`src/rtl/sfp_seq_ctrl.sv`:
```
// Sequencer for one row of acc/relu special-function units: per output index it
// clears the accumulators, streams K psums from psum memory, optionally applies relu, writes out.
module sfp_seq_ctrl #(
    parameter int unsigned K       = 9,
    parameter int unsigned O       = 16,
    parameter int unsigned addr_bw = 11
) (
    input  logic               clk,
    input  logic               reset,
    input  logic               start,
    input  logic               relu_en,
    output logic               busy,
    output logic               done,
    output logic               pmem_ren,
    output logic [addr_bw-1:0] pmem_addr,
    output logic               sfp_clr,
    output logic               sfp_acc,
    output logic               sfp_relu,
    output logic               omem_wen,
    output logic [addr_bw-1:0] omem_addr
);

    localparam int unsigned KW = (K > 1) ? $clog2(K) : 1;
    localparam int unsigned OW = (O > 1) ? $clog2(O) : 1;

    typedef enum logic [2:0] {
        S_IDLE,
        S_CLR,
        S_RD,
        S_LAST,
        S_RELU,
        S_WR,
        S_DONE
    } state_t;

    state_t             state, state_n;
    logic [KW-1:0]      k, k_n;
    logic [OW-1:0]      o, o_n;
    logic [addr_bw-1:0] rd_addr, rd_addr_n;
    logic               relu_lat, relu_lat_n;

    logic               busy_n, done_n, ren_n, clr_n, relu_n, wen_n;
    logic [addr_bw-1:0] paddr_n, oaddr_n;

    // Outputs are registered from the next state, so each output is asserted
    // during exactly the cycle in which the FSM occupies the matching state.
    always_comb begin
        state_n    = state;
        k_n        = k;
        o_n        = o;
        rd_addr_n  = rd_addr;
        relu_lat_n = relu_lat;
        paddr_n    = '0;
        oaddr_n    = '0;

        unique case (state)
            S_IDLE: begin
                if (start) begin
                    state_n    = S_CLR;
                    relu_lat_n = relu_en;
                    o_n        = '0;
                    rd_addr_n  = '0;
                end
            end
            S_CLR: begin
                k_n     = '0;
                state_n = S_RD;
            end
            S_RD: begin
                k_n = k + 1'b1;
                if (k == KW'(K - 1)) state_n = S_LAST;
            end
            S_LAST: state_n = S_RELU;
            S_RELU: state_n = S_WR;
            S_WR: begin
                if (o == OW'(O - 1)) begin
                    state_n = S_DONE;
                end else begin
                    o_n       = o + 1'b1;
                    rd_addr_n = addr_bw'(o_n);
                    state_n   = S_CLR;
                end
            end
            S_DONE:  state_n = S_IDLE;
            default: state_n = S_IDLE;
        endcase

        // rd_addr holds the address of the next read; it steps by O per kernel position.
        if (state_n == S_RD) begin
            paddr_n   = rd_addr;
            rd_addr_n = rd_addr + addr_bw'(O);
        end
        if (state_n == S_WR) oaddr_n = addr_bw'(o_n);

        busy_n = (state_n == S_CLR) || (state_n == S_RD) || (state_n == S_LAST) ||
                 (state_n == S_RELU) || (state_n == S_WR);
        done_n = (state_n == S_DONE);
        ren_n  = (state_n == S_RD);
        clr_n  = (state_n == S_CLR);
        relu_n = (state_n == S_RELU) && relu_lat_n;
        wen_n  = (state_n == S_WR);
    end

    always_ff @(posedge clk) begin
        if (reset) begin
            state     <= S_IDLE;
            k         <= '0;
            o         <= '0;
            rd_addr   <= '0;
            relu_lat  <= 1'b0;
            busy      <= 1'b0;
            done      <= 1'b0;
            pmem_ren  <= 1'b0;
            pmem_addr <= '0;
            sfp_clr   <= 1'b0;
            sfp_acc   <= 1'b0;
            sfp_relu  <= 1'b0;
            omem_wen  <= 1'b0;
            omem_addr <= '0;
        end else begin
            state     <= state_n;
            k         <= k_n;
            o         <= o_n;
            rd_addr   <= rd_addr_n;
            relu_lat  <= relu_lat_n;
            busy      <= busy_n;
            done      <= done_n;
            pmem_ren  <= ren_n;
            pmem_addr <= paddr_n;
            sfp_clr   <= clr_n;
            sfp_acc   <= pmem_ren;
            sfp_relu  <= relu_n;
            omem_wen  <= wen_n;
            omem_addr <= oaddr_n;
        end
    end

endmodule
```
`config.mk`:
```
export PLATFORM = sky130hd
export DESIGN_NAME = sfp_seq_ctrl
export DESIGN_NICKNAME = d
export VERILOG_FILES = /design/src/rtl/sfp_seq_ctrl.sv
export SDC_FILE = /design/constraint.sdc
export NUM_CORES = 1
export LEC_CHECK = 0
export ABC_AREA = 1
export BUFFER_PORTS_ARGS = -buffer_cell sky130_fd_sc_hd__buf_2
export CORE_MARGIN = 1.5
export CORE_UTILIZATION = 48
export DETAILED_ROUTE_END_ITERATION = 16
export PLACE_DENSITY = 0.76
export SLEW_MARGIN = 20
export SYNTH_ARGS = -nofsm -noshare
export SYNTH_HDL_FRONTEND = slang
export SYNTH_SLANG_ARGS = --single-unit
```
`constraint.sdc`:
```
create_clock -name clk -period 2 [get_ports clk]
set_input_delay 0.1 -clock clk [delete_from_list [all_inputs] [get_ports clk]]
set_output_delay 0.1 -clock clk [all_outputs]
set_load 0.1 [all_outputs]
```
==> impl_metrics.ini <==
[run_status]
status = complete, no violations

[clocking]
cts.sinks = 45
cts_buffer_depth = 2
h-tree-depth = 2
numCtsBuffers = 5
postCtsSetupRepairBufs = 0
cts_hold_buffers = 0
cts_tree = done
clkLatencyLatePin_ns = 0.30
cts_resized = 0
root_buffer = clkbuf_8
path_clk_slew_ns = 0.08

[route]
wl_per_cell_um = 11.4
first_pass_iters = 4
vias = 1512
viasPerCell = 4.89
drt_iter0_drc = 133
drt-total-wl_mm = 3.52
ant_nets = 0
drc_errors = 0

[worst_hold_path]
hp-class = in2reg

[setup_path]
slowest_stage = dfxtp_1
crit_fanout = 10
crit_chain = ha_1 > nand3_2 > nand3_1 > nand2_2 > nor2_2 > nand3_4 > nor2_8 > inv_6 > nor2_2
worstSetupPathType = reg2reg
critical_path.max_stage_delay_ns = 0.38
path_common_cell = nor2_2
crit_path_end_kind = register
critical_path_required_ns = 2.24
crit_path_start_kind = register
critPathArrivalTime_ns = 1.97

[final_layout]
nets = 268
syn_to_final_growth_pct = 12.9
fin_util_pct = 57.7
drive_gt1_share_pct = 24.1
num-fill-cells = 334
fin_cells = 309
n_antenna_cell = 0

[sta]
final-max-slew-violation-count = 0
rsz0062_at_grt = false
setup_viol = 0
final.min_clock_period_ns = 1.73
tns_ns = 0
timing.final.crit_share_pct = 86.6
clock.fmax_mhz = 577
clock_skew_ns = 0.00855
layout_setup_ws_ns = 0.267
timing.final.hold_violations = 0

[logic_synthesis]
synth_area_mm2 = 0.00190
yosysTopAreaCellShare_pct = 47.5
ys_warn_count = 0
yosysTopAreaCell = dfxtp_1
synthTopCellsByArea = dfxtp_1 (47%), inv_1 (6.1%), nand2_1 (5.7%), nand3_1 (5.5%), nor2_1 (4.7%)
ys_ff_latch = 45
synth-seq-area-share_pct = 47.5
syn-instance-count = 231
syn_avg_cell_area_um2 = 8.22
synthDistinctLibCells = 30

[placement]
portBuffers = 25
dpl_worst_slack_ns = 0.312
dpl.hpwl_mm = 2.66
gp_congestion = 0.868
dp_cells = 301

[power_and_ir_drop]
vdd_drop_max_v = 0.000301
leakage_nw = 0.974
power_density_mw_per_mm2 = 828
p_total_mw = 1.78

[floorplanning]
die_h_um = 65.9
core_mm2 = 0.00372
die-area_mm2 = 0.00434
rows = 22
pin_count = 33
die_w_um = 65.9
start_util_pct = 51.1

[grt]
met1_usage_pct = 22.0
grt_pass1_vias = 1413
gr-total-overflow = 0
grt.busiest_layer = met2
grt_pass1_wl_mm = 6.13
antenna_found_initial = 0
met3_usage_pct = 5.11
gr-usage-met2_pct = 31.6
grt_max_degree = 20
grt_util_all_layers_pct = 18.6

[run]
maxCapViolations = 0
-- synthesized netlist by cell type --
master / number
clkbuf_1: 3
a21oi_1: 16
nor2_2: 12
a211oi_1: 1
nand3_4: 1
o21ai_0: 8
o211ai_1: 1
nand4_1: 1
nor2_1: 24
xor2_1: 4
inv_6: 1
nand3_2: 3
nor2_4: 5
inv_2: 1
dfxtp_1: 45
o21ai_1: 2
buf_4: 7
and3_1: 1
o21a_1: 1
inv_1: 31
nand2_2: 3
buf_2: 1
nand2_1: 29
nor2_8: 1
nor3_1: 1
nand2_4: 1
conb_1: 1
o31ai_1: 1
nand3_1: 21
ha_1: 4
-- placed cells by master (no fill, tap or decap), types with 2 or more instances in the layout --
| cell type | n |
|---|---|
| xor2_1 | 4 |
| nor2_4 | 5 |
| nand3_2 | 3 |
| o21ai_1 | 2 |
| nand3_1 | 21 |
| inv_1 | 31 |
| nor2_1 | 24 |
| buf_4 | 2 |
| a21oi_1 | 16 |
| nand2_2 | 3 |
| clkbuf_8 | 5 |
| nor2_2 | 12 |
| conb_1 | 7 |
| o21ai_0 | 8 |
| ha_1 | 4 |
| clkinvlp_4 | 3 |
| nand2_1 | 29 |
| dfxtp_1 | 45 |
| buf_2 | 25 |
-- critical path, delay by kind of cell (launching register included) --
kind                       cells  cell delay, ns
adders and majority gates      1            0.23
buffers and inverters          1            0.08
DFF                            1            0.38
and+or+nand+nor                7            0.97
-- power breakdown --
part	internal [mW]	switching (mW)	total (mW)
combinational	0.0518	0.234	0.286
sequential	0.920	0.0154	0.935
clock	0.245	0.309	0.554
total	1.22	0.559	1.78
-- layer usage --
metal	wire, um	vias up
met5	0	-
met4	61	0
met3	172	7
met2	1730	42
met1	1550	687
li1	-	776
-- final cells by class --
class	instances	area, um2	share of cell area [%]
inverters	33	129	6.01
clock buffers	5	68.8	3.21
well taps	48	60.1	2.80
flip-flops and latches	45	901	42.0
multi-input cells	148	822	38.4
repair buffers	27	140	6.54
clock inverters	3	22.5	1.05
-- worst paths after layout --
| kind | cells after the start | slack, ns | end | startpoint |
|---|---|---|---|---|
| max | 9 | 0.27 | pmem_addr[10] | o[0] |
| min | 3 | 0.15 | relu_lat | relu_en |
| max reg2reg | 9 | 0.27 | pmem_addr[10] | o[0] |
| min reg2reg | 2 | 0.42 | sfp_acc | pmem_ren |
-- cells by family after synthesis --
family | after synthesis | synth area share, %
AO/OA/AOI/OAI | 30 | 8.44
flip-flops | 45 | 47.5
other | 1 | 0.198
XOR/XNOR | 4 | 1.85
AND/OR/NAND/NOR | 103 | 29.0
adder cells (fa/ha/maj) | 4 | 2.64
buffers and inverters | 44 | 10.4
-- stage by stage --
stage	area (um2)	hold WS (ns)
global route	2140	0.177
global placement	2050	0.407
finish	2140	0.146
detailed placement	2050	0.419
CTS	2140	0.144
floorplan	1920	0.278
-- registers in the layout, indices dropped and copies added (netlist names) --
signal,cells
sfp_acc,1
omem_wen,1
busy,1
relu_lat,1
pmem_addr,11
omem_addr,4
pmem_ren,1
state,3
k,4
done,1
rd_addr,11
sfp_clr,1
o,4
sfp_relu,1
No activity file was read; power rests on OpenSTA's default activity.
